--- src/rtl/instr_sequencer.sv ---
// instr_sequencer: steps a small program memory into the cpu instruction port.
// For each word: load it into the cpu instruction register, pulse s, then wait
// for w to fall and rise again before moving on.
// Optional build macro SEQ_TIMEOUT_EN adds a watchdog on the two wait states
// that aborts the run and raises a sticky err flag.
module instr_sequencer #(
    parameter int unsigned DEPTH       = 8,
    parameter int unsigned ADDR_W      = 3,
    parameter int unsigned TIMEOUT_CYC = 64
) (
    input  logic              clk,
    input  logic              reset,
    input  logic              prog_we,
    input  logic [ADDR_W-1:0] prog_addr,
    input  logic [15:0]       prog_data,
    input  logic [ADDR_W-1:0] last_addr,
    input  logic              go,
    input  logic              cpu_w,
    output logic [15:0]       cpu_in,
    output logic              cpu_load,
    output logic              cpu_s,
    output logic [ADDR_W-1:0] pc,
    output logic              busy,
    output logic              done,
    output logic              err
);

    localparam logic [2:0] S_IDLE    = 3'd0;
    localparam logic [2:0] S_LOAD    = 3'd1;
    localparam logic [2:0] S_START   = 3'd2;
    localparam logic [2:0] S_WAIT_LO = 3'd3;
    localparam logic [2:0] S_WAIT_HI = 3'd4;
    localparam logic [2:0] S_DONE    = 3'd5;

    // Reject configurations where the address does not exactly cover the memory.
    if (DEPTH != (1 << ADDR_W) || TIMEOUT_CYC == 0) begin : g_bad_cfg
        $error("instr_sequencer: DEPTH must equal 2**ADDR_W and TIMEOUT_CYC must be nonzero");
    end

    logic [15:0]       mem [DEPTH];
    logic [2:0]        state;
    logic [2:0]        state_nxt;
    logic [ADDR_W-1:0] last_q;
    logic [ADDR_W-1:0] last_nxt;
    logic [ADDR_W-1:0] pc_nxt;
    logic [ADDR_W-1:0] pc_inc;
    logic [15:0]       cpu_in_nxt;
    logic [15:0]       first_word;
    logic              load_nxt;
    logic              s_nxt;
    logic              done_nxt;
    logic              tmo_hit;

    assign pc_inc = pc + ADDR_W'(1);

    // A write to slot 0 in the same cycle as go must be seen by the first LOAD.
    assign first_word = (prog_we && (prog_addr == '0)) ? prog_data : mem[0];

    // Program memory write; only while idle, contents survive reset.
    always_ff @(posedge clk) begin
        if ((state == S_IDLE) && prog_we) begin
            mem[prog_addr] <= prog_data;
        end
    end

    // State and registered outputs.
    always_ff @(posedge clk or posedge reset) begin
        if (reset) begin
            state    <= S_IDLE;
            pc       <= '0;
            last_q   <= '0;
            cpu_in   <= 16'h0000;
            cpu_load <= 1'b0;
            cpu_s    <= 1'b0;
            done     <= 1'b0;
            busy     <= 1'b0;
        end else begin
            state    <= state_nxt;
            pc       <= pc_nxt;
            last_q   <= last_nxt;
            cpu_in   <= cpu_in_nxt;
            cpu_load <= load_nxt;
            cpu_s    <= s_nxt;
            done     <= done_nxt;
            busy     <= (state_nxt != S_IDLE);
        end
    end

    // Next-state and next-output decode; X/Z on cpu_w never satisfies a wait.
    always_comb begin
        state_nxt  = state;
        pc_nxt     = pc;
        last_nxt   = last_q;
        cpu_in_nxt = cpu_in;
        load_nxt   = 1'b0;
        s_nxt      = 1'b0;
        done_nxt   = 1'b0;
        case (state)
            S_IDLE: begin
                if (go && (cpu_w == 1'b1)) begin
                    state_nxt  = S_LOAD;
                    pc_nxt     = '0;
                    last_nxt   = last_addr;
                    cpu_in_nxt = first_word;
                    load_nxt   = 1'b1;
                end
            end
            S_LOAD: begin
                state_nxt = S_START;
                s_nxt     = 1'b1;
            end
            S_START: begin
                state_nxt = S_WAIT_LO;
            end
            S_WAIT_LO: begin
                if (cpu_w == 1'b0) begin
                    state_nxt = S_WAIT_HI;
                end else if (tmo_hit) begin
                    state_nxt = S_IDLE;
                end
            end
            S_WAIT_HI: begin
                if (cpu_w == 1'b1) begin
                    if (pc == last_q) begin
                        state_nxt = S_DONE;
                        done_nxt  = 1'b1;
                    end else begin
                        state_nxt  = S_LOAD;
                        pc_nxt     = pc_inc;
                        cpu_in_nxt = mem[pc_inc];
                        load_nxt   = 1'b1;
                    end
                end else if (tmo_hit) begin
                    state_nxt = S_IDLE;
                end
            end
            S_DONE: begin
                state_nxt = S_IDLE;
            end
            default: begin
                state_nxt = S_IDLE;
            end
        endcase
    end

`ifdef SEQ_TIMEOUT_EN
    localparam int unsigned TMO_W = $clog2(TIMEOUT_CYC + 1);

    logic [TMO_W-1:0] tmo_cnt;
    logic             in_wait;
    logic             err_q;

    assign in_wait = (state == S_WAIT_LO) || (state == S_WAIT_HI);
    assign tmo_hit = in_wait && (tmo_cnt == TMO_W'(TIMEOUT_CYC - 1));
    assign err     = err_q;

    // Cycles spent in the current wait state; restarts on every state change.
    always_ff @(posedge clk or posedge reset) begin
        if (reset) begin
            tmo_cnt <= '0;
        end else if ((state_nxt != state) || !in_wait) begin
            tmo_cnt <= '0;
        end else begin
            tmo_cnt <= tmo_cnt + TMO_W'(1);
        end
    end

    // Sticky timeout flag, cleared when the next run is accepted.
    always_ff @(posedge clk or posedge reset) begin
        if (reset) begin
            err_q <= 1'b0;
        end else if ((state == S_IDLE) && (state_nxt == S_LOAD)) begin
            err_q <= 1'b0;
        end else if (in_wait && (state_nxt == S_IDLE)) begin
            err_q <= 1'b1;
        end
    end
`else
    assign tmo_hit = 1'b0;
    assign err     = 1'b0;
`endif

endmodule
--- config.mk ---
export PLATFORM = sky130hd
export DESIGN_NAME = instr_sequencer
export DESIGN_NICKNAME = d
export VERILOG_FILES = /design/src/rtl/instr_sequencer.sv
export SDC_FILE = /design/constraint.sdc
export NUM_CORES = 1
export LEC_CHECK = 0
export BUFFER_PORTS_ARGS = -buffer_cell sky130_fd_sc_hd__buf_4
export CAP_MARGIN = 20
export CORE_ASPECT_RATIO = 0.75
export CORE_UTILIZATION = 53
export DETAILED_ROUTE_END_ITERATION = 12
export PLACE_DENSITY = 0.75
export SYNTH_ARGS = -nofsm -noshare
export SYNTH_HDL_FRONTEND = slang
export SYNTH_SLANG_ARGS = --single-unit
--- constraint.sdc ---
create_clock -name clk -period 2.65 [get_ports clk]
set_input_delay 0.265 -clock clk [delete_from_list [all_inputs] [get_ports clk]]
set_output_delay 0.265 -clock clk [all_outputs]
set_load 0.005 [all_outputs]
# Yosys cells after proc, flatten, opt, wreduce, memory -nomap -nowiden
# Memories as Yosys holds them, arrays and structs flattened.
# Cells that the tools add are included.
[word_totals]
reg_bits = 29
latch_bits = 0
ram_bits = 128
rom_bits = 0
inputBits = 27
out_inout_bits = 24
elab_cells = 51
mem_count = 1
[memory_table]
columns = ["name", "words", "width", "read_ports", "rd_clocked_by_memory_dff", "write_ports", "line_no", "text"]
rows = [
  ["mem", 8, 16, 2, 0, 1, "40", "logic [15:0] mem [DEPTH];"],
]
[op_classes]
add_sub_neg = 1
n_mul = 0
div_mod_pow = 0
order_cmp = 0
eq_ne = 8
shifts = 0
n_mux = 24
bitwise = 0
reduce_logical = 9
[ops]
columns = ["cell", "count"]
rows = [
  ["$mux 16", 4],
  ["$pmux 16 s2", 1],
  ["$mux 3", 7],
  ["$pmux 3 s5", 1],
  ["$mux 1", 9],
  ["$eq 3x2->1 const B", 2],
  ["$logic_not 3->1", 2],
  ["$pmux 3 s2", 1],
  ["$ne 2x2->1 const B", 2],
  ["$reduce_and 4->1", 1],
  ["$add 3x1->3 const B", 1],
  ["$eq 3x1->1 const B", 1],
  ["$eq 3x3->1", 1],
  ["$eq 3x3->1 const B", 1],
  ["$logic_and 1x1->1", 3],
  ["$reduce_bool 3->1", 1],
  ["$ne 2x1->1 const B", 1],
  ["$pmux 1 s2", 1],
  ["$reduce_and 2->1", 1],
  ["$reduce_bool 2->1", 1],
]

# Depth between registers and ports, before layout
# Gate-level depths: netlist of the first run.
[depth]
ltp_word = 5
depth_mapped = 7
ltp_nobuf = 5

# Worst setup path before layout of the first run
# OpenSTA, ideal clock, no wires.
[synth_path]
path_kind = "register -> register"
start = "reg state[2]"
end = "mem mem[1][0], enable pin"
setup_ps = 409
arrival_time_ps = 2079
required_ps = 2241
path_slack_ps = 162
path_stages_with_launch = 5
path_buffers = 1
synth_period_minus_slack_ps = 2488
cell_sequence = "dfrtp_1 > buf_4 > nor3_1 > nand3_1 > nor3_1"
[synth_between]
elab_chain_cells = 4
[synth_rtl]
columns = ["element", "line_no", "text"]
rows = [
  ["from (decl)", "41", "logic [2:0] state;"],
  ["from (signal assigned)", "78", "state <= state_nxt;"],
  ["$logic_not 3->1", "61", "if ((state == S_IDLE) && prog_we) begin"],
  ["$logic_and 1x1->1", "61", ""],
  ["$mux 1", "61", ""],
  ["$mux 1 (not written as such)", "62", "mem[prog_addr] <= prog_data;"],
  ["to (decl)", "40", ""],
]
# No other way between the ends.

# Final worst setup path of the first run
[layout_path]
start = "reg state[2]"
end = "reg cpu_in[13]"
[layout_between]
elab_chain_cells = 3
word_cells_on_any_way = 8
classes_between = "eq/ne (4); mux (1); reduce/logical (3)"
[layout_rtl]
columns = ["element", "line_no", "text"]
rows = [
  ["$eq 3x3->1 or $logic_not 3->1 (tied branches)", "98", "case (state)"],
  ["$ne 2x2->1 (no line) (tied with other cells)", "--", ""],
  ["$reduce_and 4->1 (no line)", "--", ""],
  ["to (signal assigned)", "81", "cpu_in <= cpu_in_nxt;"],
  ["to (decl)", "19", "output logic [15:0] cpu_in,"],
]
# Several ways; a longest one is shown, not always the timed one.
# A chain may end at the register's enable or synchronous reset.

==> qor.yml, run 1 <==
outcome:
  outcome: "complete, no violations"
finish:
  area_delta_synth_final_pct: 19.8
  drive_above_1_share_pct: 34.7
  nets: 424
  antennaDiodeCount: 0
  sequential_cell_area_um2: 4570
  mostFrequentLayoutCells: "edfxtp_1, buf_4, mux4_2"
  fillers: 745
  multiInputGateArea_um2: 1570
  post-route-util_pct: 67.0
  most_common_cell_after_layout_fill_and_taps_aside: "edfxtp_1"
synth:
  synthesis.nets: 356
  synth_area_leader_cell: "edfxtp_1"
  post_synth_num_cell_types: 33
  postSynth.asyncResetShare_pct: 18.5
  post_synth.cell_area_avg_um2: 19.1
  synth_seq_area_share_pct: 73.0
  synth-warning-count: 0
  netlist_area_um2: 6260
  synth_seq_cells: 157
  synth_area_leaders: "edfxtp_1, dfrtp_1, mux4_2"
  synth_ff_type: "edfxtp_1"
  synth_edf_count: 128
  synth_cells: 328
  synth.top_cell.area_share_pct: 61.4
clock_network:
  clock_tree_from_tritoncts: "done"
  number_of_levels_the_h_tree_was_split_into: 4
  cts_max_path_buffers: 2
  post_cts.resized_instances: 0
  worst_skew_pair.late_latency_ps: 430
  cts.reportedPaths.clkPinSlew_ps: 60
  cts_sinks: 157
  tritoncts.num_buffers: 17
  cts_root_buffer: "clkbuf_16"
  post-cts-setup-buffers: 0
route:
  route.detailed.vias_per_inst: 5.85
  drt_pass1_iterations: 4
  count_of_routing_violations_after_the_opening_detailed_route_iteration: 311
  ant_nets: 0
  wl_per_cell_um: 22.3
  dr_total_vias: 3311
  drc: 0
  finalWirelength_um: 12600
place:
  dp_hpwl_um: 7440
  globalplace.congestion: 0.835
  place.port_buffers: 49
pwr:
  sw_frac_of_total_pct: 27.3
  share_comb_of_total_power_pct: 23.1
  p_leak_nw: 2.60
  power_density_nw_per_um2: 964
  intPower_w: 0.00526
  power.net_switching_w: 0.00197
  clock_power_share_pct: 34.0
  peakVddDrop_mv: 0.543
  p_seq_share_pct: 42.9
timing:
  max_slew.worst_pin.slew_ps: 857
  period_share_pct: 82.8
  min_period_ps: 2190
  timing_max_transition_violations_final: 0
  timing.final.setup_violations: 0
  fin_tns_setup_ps: 0
  timing.final.hold_violations: 0
  achievable-frequency_mhz: 456
  grt_setup_unrepaired: "no"
  slew_headroom_pct: 42.9
  fin_skew_ps: 9.05
die:
  initial_utilization_pct: 55.9
  die-height_um: 96.1
  floorplan.io_pins: 51
  core-area_um2: 11200
  design.die.area_um2: 12200
  floorplan_die_width_um: 127
  floorplan.rows: 33
critical_path:
  type_of_origin_of_the_critical_path: "flip-flop"
  critical_path.endpoint_type: "flip-flop"
  r2r_cells: 4
  crit_fanout: 19
  worst_r2r_startpoint: "state[2]$_DFF_PP0_"
  arrival_ps: 2500
  crit_required_ps: 2960
  crit_path_category: "reg2reg"
  reg2reg_setup_slack_ps: 460
  critical_path.reg2reg.endpoint: "cpu_in[13]$_DFFE_PP0P_"
grt:
  global_route.usage.total_pct: 23.5
  grt_pass1_vias: 3478
  antenna_violations_before_repair: 1
  grt_overflow: 0
  grt_pass1_wl_um: 19700
  grt_start_max_net_pins: 35
min_path:
  worst_hold_path.endpoint: "last_q[0]$_DFFE_PP0P_"
  hold_path_startpoint: "last_addr[0]"
  hold_path.class: "in2reg"
  hold-path-cell-count: 2
run:
  max_cap_viol_count: 0
==> sequential cells by signal (all words and copies together) (netlist names) <==
| signal | cells |
|---|---|
| cpu_s | 1 |
| cpu_load | 1 |
| state | 3 |
| pc | 3 |
| mem | 128 |
| last_q | 3 |
| busy | 1 |
| done | 1 |
| cpu_in | 16 |
==> metal layers <==
metal	part of all wire (%)	wire (um)	GRT usage, %
met3	8.9	1120	6.84
met1	41	5110	31.2
met5	0	0	0
met4	0.78	99	8.53
met2	50	6280	37.7
==> power by group through the flow <==
stage | Sequential, W | Clock (W) | Combinational, W
2_1_floorplan | 0.00310 | 0 | 0.00113
3_3_place_gp | 0.00314 | 0 | 0.00163
3_5_place_dp | 0.00315 | 0 | 0.00168
4_1_cts | 0.00310 | 0.00249 | 0.00170
5_1_grt | 0.00313 | 0.00258 | 0.00182
6_report | 0.00310 | 0.00246 | 0.00167
==> worst max-delay path: stages, from the launching register on <==
cell,delay (ps)
dfrtp_1,490
or3b_4,440
a311o_1,350
and2_1,430
a22o_1,370
==> what timing repair did <==
| action | 4_1_cts | 5_1_grt |
|---|---|---|
| endpoints found under the setup margin | 0 | 0 |
| hold buffers | 1 | 0 |
| endpoints found under the hold margin | 29 | 0 |
==> final cells by class <==
class                      count  area share [%]
multi-input combinational    145            20.9
inverter                       5           0.250
timing repair buffer          70            7.21
clock inverter                15            2.35
clock buffer                  17            5.67
sequential                   157            61.0
tap                          157            2.62
==> worst max-delay path by stage <==
stage | from | to | slack (ps) | depth (start not counted)
floorplan | state[2]$_DFF_PP0_ | mem[1][0]$_DFFE_PP_ | 160 | 4
global placement | state[2]$_DFF_PP0_ | cpu_in[3]$_DFFE_PP0P_ | 560 | 4
detailed placement | state[2]$_DFF_PP0_ | cpu_in[15]$_DFFE_PP0P_ | 470 | 4
CTS | state[2]$_DFF_PP0_ | cpu_in[13]$_DFFE_PP0P_ | 460 | 4
global route | state[2]$_DFF_PP0_ | cpu_in[4]$_DFFE_PP0P_ | 360 | 4
finish | state[2]$_DFF_PP0_ | cpu_in[13]$_DFFE_PP0P_ | 460 | 4
==> cell usage after synthesis (2+ instances only) <==
master,number
a21oi_1,2
a22o_1,16
and2_1,2
buf_2,8
buf_4,2
buf_6,2
clkbuf_1,9
dfrtp_1,29
edfxtp_1,128
inv_1,5
mux2_2,3
mux2i_1,17
mux4_2,32
nand2b_1,2
nand3_1,8
nor2_1,7
nor3_1,3
o21ai_0,20
o22a_1,16
xnor2_1,4
==> cells by family (layout without fill, tap and decap cells) <==
family / Yosys count / count (layout) / share of synthesized area, %
flip-flops: 157 / 157 / 73.0
AO/OA/AOI/OAI: 58 / 58 / 6.80
multiplexers: 52 / 52 / 14.8
AND/OR/NAND/NOR: 29 / 29 / 2.50
buffers and inverters: 26 / 107 / 2.08
XOR/XNOR: 4 / 4 / 0.560
adder cells (fa/ha/maj): 1 / 1 / 0.200
other: 1 / 1 / 0.0599
==> stage by stage <==
step           hold slack (ps)  worst slack (ps)  instances  area [um^2]  total power [W]
2_1_floorplan              343               162        328         6260          0.00422
3_3_place_gp               374               559        533         6890          0.00477
3_5_place_dp               379               466        533         6890          0.00483
4_1_cts                   56.5               460        566         7500          0.00729
5_1_grt                   56.7               358        566         7500          0.00754
6_report                  70.6               456        566         7500          0.00723
Power figures use the tool's default switching activity.
==> run 2, diff against run 1 <==
- CORE_UTILIZATION: 53 -> 55
- PLACE_DENSITY: 0.75 -> 0.74
- clock period: 2.65 -> 2.1 ns (I/O delays scaled with it)
==> run 2 against run 1 <==
  * Worst setup slack got worse by 320 ps
  * Largest cell class unchanged
  * First-iteration DRC count fell by 33%
  * Sequential share of layout area fell by 0.88 points
  * Routed wire length rose by 0.90%
  * Hold slack got worse by 43 ps
  * Final area rose by 1.5%
==> qor.yml, run 2 (synthesized netlist as in run 1, its figures left out) <==
clock_network:
  clock_tree_from_tritoncts: "done"
  tritoncts.num_buffers: 17
  number_of_levels_the_h_tree_was_split_into: 4
  post-cts-setup-buffers: 0
  cts.reportedPaths.clkPinSlew_ps: 60
  cts_root_buffer: "clkbuf_16"
  cts_max_path_buffers: 2
  worst_skew_pair.late_latency_ps: 420
  cts_sinks: 157
die:
  floorplan.rows: 33
  floorplan.io_pins: 51
  floorplan_die_width_um: 125
  die-height_um: 94.4
  design.die.area_um2: 11800
  core-area_um2: 11000
  initial_utilization_pct: 57.0
critical_path:
  crit_required_ps: 2410
  type_of_origin_of_the_critical_path: "flip-flop"
  critical_path.endpoint_type: "flip-flop"
  crit_path_category: "reg2reg"
  arrival_ps: 2270
  crit_fanout: 14
route:
  count_of_routing_violations_after_the_opening_detailed_route_iteration: 207
  drt_pass1_iterations: 7
  ant_nets: 0
  wl_per_cell_um: 23.1
  drc: 0
  dr_total_vias: 3322
  finalWirelength_um: 12700
  route.detailed.vias_per_inst: 6.03
pwr:
  design_power_total_w: 0.00912
  power_density_nw_per_um2: 1200
  p_leak_nw: 2.63
  peakVddDrop_mv: 0.713
timing:
  fin_tns_setup_ps: 0
  min_period_ps: 1970
  max_slew.worst_pin.slew_ps: 707
  period_share_pct: 93.6
  slew_headroom_pct: 52.8
  achievable-frequency_mhz: 509
  grt_setup_unrepaired: "no"
  timing.final.hold_violations: 0
  timing.final.setup_violations: 0
  timing_max_transition_violations_final: 0
  fin_skew_ps: 8.55
grt:
  grt_pass1_vias: 3411
  antenna_violations_before_repair: 0
  grt_overflow: 0
  grt_start_max_net_pins: 31
  global_route.usage.total_pct: 23.5
  grt_pass1_wl_um: 19300
finish:
  registers.top_by_ff_count: "mem"
  area_delta_synth_final_pct: 21.6
  largest_register_ff_count: 128
  nets: 426
  mostFrequentLayoutCells: "edfxtp_1, buf_4, mux4_2"
  fillers: 678
  drive_above_1_share_pct: 35.0
  reg.largest.list: "mem: 128 flops, cpu_in: 16 flops"
  antennaDiodeCount: 0
  most_common_cell_after_layout_fill_and_taps_aside: "edfxtp_1"
outcome:
  outcome: "complete, no violations"
place:
  globalplace.congestion: 0.916
  dp_hpwl_um: 7260
  place.port_buffers: 49
run:
  max_cap_viol_count: 0
min_path:
  hold_path.class: "in2reg"
run 2: cell count changes in the layout (fill, tap and decap cells not counted), sizes merged:
cell    before  now
bufinv       2    1
buf         69   71
inv         12   13
run 2: final timing paths:
check                                       from                     end  slack (ps)  cells after the start
setup / recovery              state[0]$_DFF_PP0_   cpu_in[4]$_DFFE_PP0P_         130                      5
hold / removal                     prog_data[11]    mem[6][11]$_DFFE_PP_          30                      1
setup reg to reg              state[0]$_DFF_PP0_   cpu_in[4]$_DFFE_PP0P_         130                      5
hold reg to reg            cpu_in[3]$_DFFE_PP0P_   cpu_in[3]$_DFFE_PP0P_         520                      1
max in group asynchronous                  reset  cpu_in[14]$_DFFE_PP0P_        1020                      4
min in group asynchronous                  reset          busy$_DFF_PP0_         470                      3
run 2: layer usage:
metal	track usage [%]	share of wire, %	vias to the layer above
met5	0	0	-
met4	9.96	2.0	0
met3	5.89	7.3	21
met2	38.2	49	132
met1	31.0	42	1687
li1	-	-	1482
run 2: repair_timing:
item | 4_1_cts | 5_1_grt
resized for setup | 0 | 1
hold buffers | 1 | 0
endpoints found under the setup margin | 0 | 75
hold endpoints to repair | 17 | 0
run 2: layout make-up:
| type | count | area (um^2) | area share, % |
|---|---|---|---|
| Clock buffer | 17 | 425 | 5.59 |
| Sequential cell | 157 | 4570 | 60.1 |
| Multi-Input combinational cell | 145 | 1570 | 20.7 |
| Tap cell | 140 | 175 | 2.30 |
| Inverter | 5 | 18.8 | 0.247 |
| Clock inverter | 15 | 150 | 1.97 |
| Timing Repair Buffer | 72 | 693 | 9.11 |
run 2: stage by stage:
stage	setup slack (ps)	area (um^2)	util (%)	std cells	hold WS [ps]
CTS	102	7600	69.2	551	13.7
detailed placement	160	7020	63.9	518	365
finish	135	7610	69.3	551	27.7
floorplan	31.9	6260	-	328	288
global route	83.9	7610	69.3	551	14.1
global placement	151	7020	63.9	518	366
run 2: power breakdown:
part | switching [W] | internal [W] | total, W
logic | 0.000995 | 0.00127 | 0.00226
registers | 0.000220 | 0.00369 | 0.00391
clock network | 0.00129 | 0.00167 | 0.00296
run 2: critical path, cell delays in order, from the launching register on:
cell	delay (ps)
dfrtp_1	430
or3b_4	430
a311o_1	340
and2_1	230
buf_12	190
a22o_1	240
==> run 3, diff against run 2 <==
- CORE_UTILIZATION: 55 -> 53
- PLACE_DENSITY: 0.74 -> 0.75
- RECOVER_POWER: unset -> 50
- clock period: 2.1 -> 1.75 ns (I/O delays scaled with it)
==> run 3 against run 2 <==
  * The flow now finishes with violations (negative setup slack)
  * Critical path depth increased by 1
  * Global-route usage increased by 2.2 points
  * Routed wire length increased by 21%
  * Via count increased by 11%
  * Sequential power increased by 20%
==> qor.yml, run 3 (synthesized netlist as in run 1, its figures left out) <==
outcome:
  outcome: "finished, violations left"
  failed_checks: "negative setup slack"
clock_network:
  cts_sinks: 157
  worst_skew_pair.late_latency_ps: 420
  cts_root_buffer: "clkbuf_16"
  clock_tree_from_tritoncts: "done"
  cts.reportedPaths.clkPinSlew_ps: 60
  number_of_levels_the_h_tree_was_split_into: 4
  tritoncts.num_buffers: 17
  cts_max_path_buffers: 2
route:
  ant_nets: 0
  dr_total_vias: 3697
  count_of_routing_violations_after_the_opening_detailed_route_iteration: 335
  wl_per_cell_um: 25.5
  finalWirelength_um: 15400
  route.detailed.vias_per_inst: 6.11
  met2WireLength_um: 7340
  drt_pass1_iterations: 5
  wl_met3_um: 1800
  route.top_layer_used: "met4"
  wl_met1_um: 6130
  drc: 0
finish:
  nets: 463
  registers.top_by_ff_count: "mem"
  mostFrequentLayoutCells: "edfxtp_1, buf_4, mux4_2"
  drive_above_1_share_pct: 35.7
  largest_register_ff_count: 128
  reg.largest.list: "mem: 128 flops, cpu_in: 16 flops"
  antennaDiodeCount: 0
  most_common_cell_after_layout_fill_and_taps_aside: "edfxtp_1"
  area_delta_synth_final_pct: 32.1
  post-route-util_pct: 73.9
critical_path:
  cpMostUsedCell: "buf_12"
  crit_required_ps: 2050
  cp.buffers_inverters: 2
  type_of_origin_of_the_critical_path: "flip-flop"
  timing.critical_path.slowest_stage_cell: "dfrtp_2"
  cpPeakStageDelay_ps: 440
  crit_path_category: "reg2reg"
  crit_path_cell_trace: "buf_12 > xnor2_4 > a311o_1 > and2_4 > buf_12 > a22o_1"
  arrival_ps: 2150
  cp_top_family: "compound AO/OA/AOI/OAI gates"
  critical_path.endpoint_type: "flip-flop"
  crit_fanout: 10
grt:
  grt_start_max_net_pins: 27
  grt_pass1_wl_um: 21500
  global_route.usage.total_pct: 25.7
  antenna_violations_before_repair: 0
  grt_pass1_vias: 3719
  grt_overflow: 0
run:
  max_cap_viol_count: 0
die:
  floorplan.rows: 33
  initial_utilization_pct: 55.9
  floorplan_die_width_um: 127
  floorplan.io_pins: 51
  die-height_um: 96.1
  design.die.area_um2: 12200
  core-area_um2: 11200
timing:
  timing.final.hold_violations: 0
  timing_max_transition_violations_final: 0
  grt_setup_unrepaired: "yes"
  hold-worst-slack_ps: 100
  fin_skew_ps: 5.81
  period_share_pct: 105
  final_critical_path_setup_slack_ps: -96.2
  fin_tns_setup_ps: -1340
  min_period_ps: 1850
  timing.final.setup_violations: 18
  achievable-frequency_mhz: 542
place:
  dp_hpwl_um: 7480
  globalplace.congestion: 0.822
  place.port_buffers: 49
pwr:
  power_density_nw_per_um2: 1490
  p_leak_nw: 2.86
  peakVddDrop_mv: 0.965
min_path:
  hold_path.class: "in2reg"
-- run 3: worst register-to-register path: stages, from the launching register on --
cell and delay, ps:
dfrtp_2 440, buf_12 170, xnor2_4 150, a311o_1 410, and2_4 190, buf_12 150, a22o_1 230
-- run 3: area by class of cell --
type                       instances  area, um^2
timing repair buffer             108        1160
clock buffer                      18         439
tap                              157         196
fill                             680        2920
multi-input combinational        146        1690
clock inverter                    14         193
inverter                           5        18.8
sequential                       157        4570
-- run 3: worst paths after layout --
path / start / endpoint / slack [ps] / depth (start not counted)
min reg2reg: cpu_in[5]$_DFFE_PP0P_ / cpu_in[5]$_DFFE_PP0P_ / 520 / 1
max reg2reg: pc[0]$_DFFE_PP0P_ / cpu_in[1]$_DFFE_PP0P_ / -100 / 6
max in group asynchronous: reset / pc[0]$_DFFE_PP0P_ / 930 / 4
min: cpu_w / done$_DFF_PP0_ / 100 / 3
min in group asynchronous: reset / last_q[2]$_DFFE_PP0P_ / 190 / 3
max: pc[0]$_DFFE_PP0P_ / cpu_in[1]$_DFFE_PP0P_ / -100 / 6
-- run 3: power breakdown --
| group | switching (W) | internal [W] | total [W] |
|---|---|---|---|
| logic | 0.00159 | 0.00215 | 0.00375 |
| registers | 0.000263 | 0.00442 | 0.00469 |
| clock network | 0.00145 | 0.00243 | 0.00388 |
| total | 0.00331 | 0.00901 | 0.0123 |
-- run 3: what timing repair did --
item	4_1_cts	5_1_grt
hold buffers	18	1
endpoints found under the setup margin	114	134
cloned	2	6
pin swaps	4	21
setup buffers	3	1
gates resized for setup	9	19
hold endpoints to repair	144	2
-- run 3: routing by layer --
metal | vias up | global-route usage, %
met3 | 22 | 7.39
li1 | 1560 | -
met5 | - | 0
met4 | 0 | 8.83
met2 | 224 | 40.6
met1 | 1891 | 34.9
-- run 3: metrics by stage --
step	setup slack [ps]	power, W	area [um^2]	cells
final	-96.2	0.0123	8270	605
after global routing	-110	0.0128	8270	605
after CTS	-37.7	0.0118	8100	597
after detailed placement	-92.1	0.00767	7180	542
after global placement	-53.4	0.00759	7180	542
after floorplan	-73.8	0.00659	6390	328
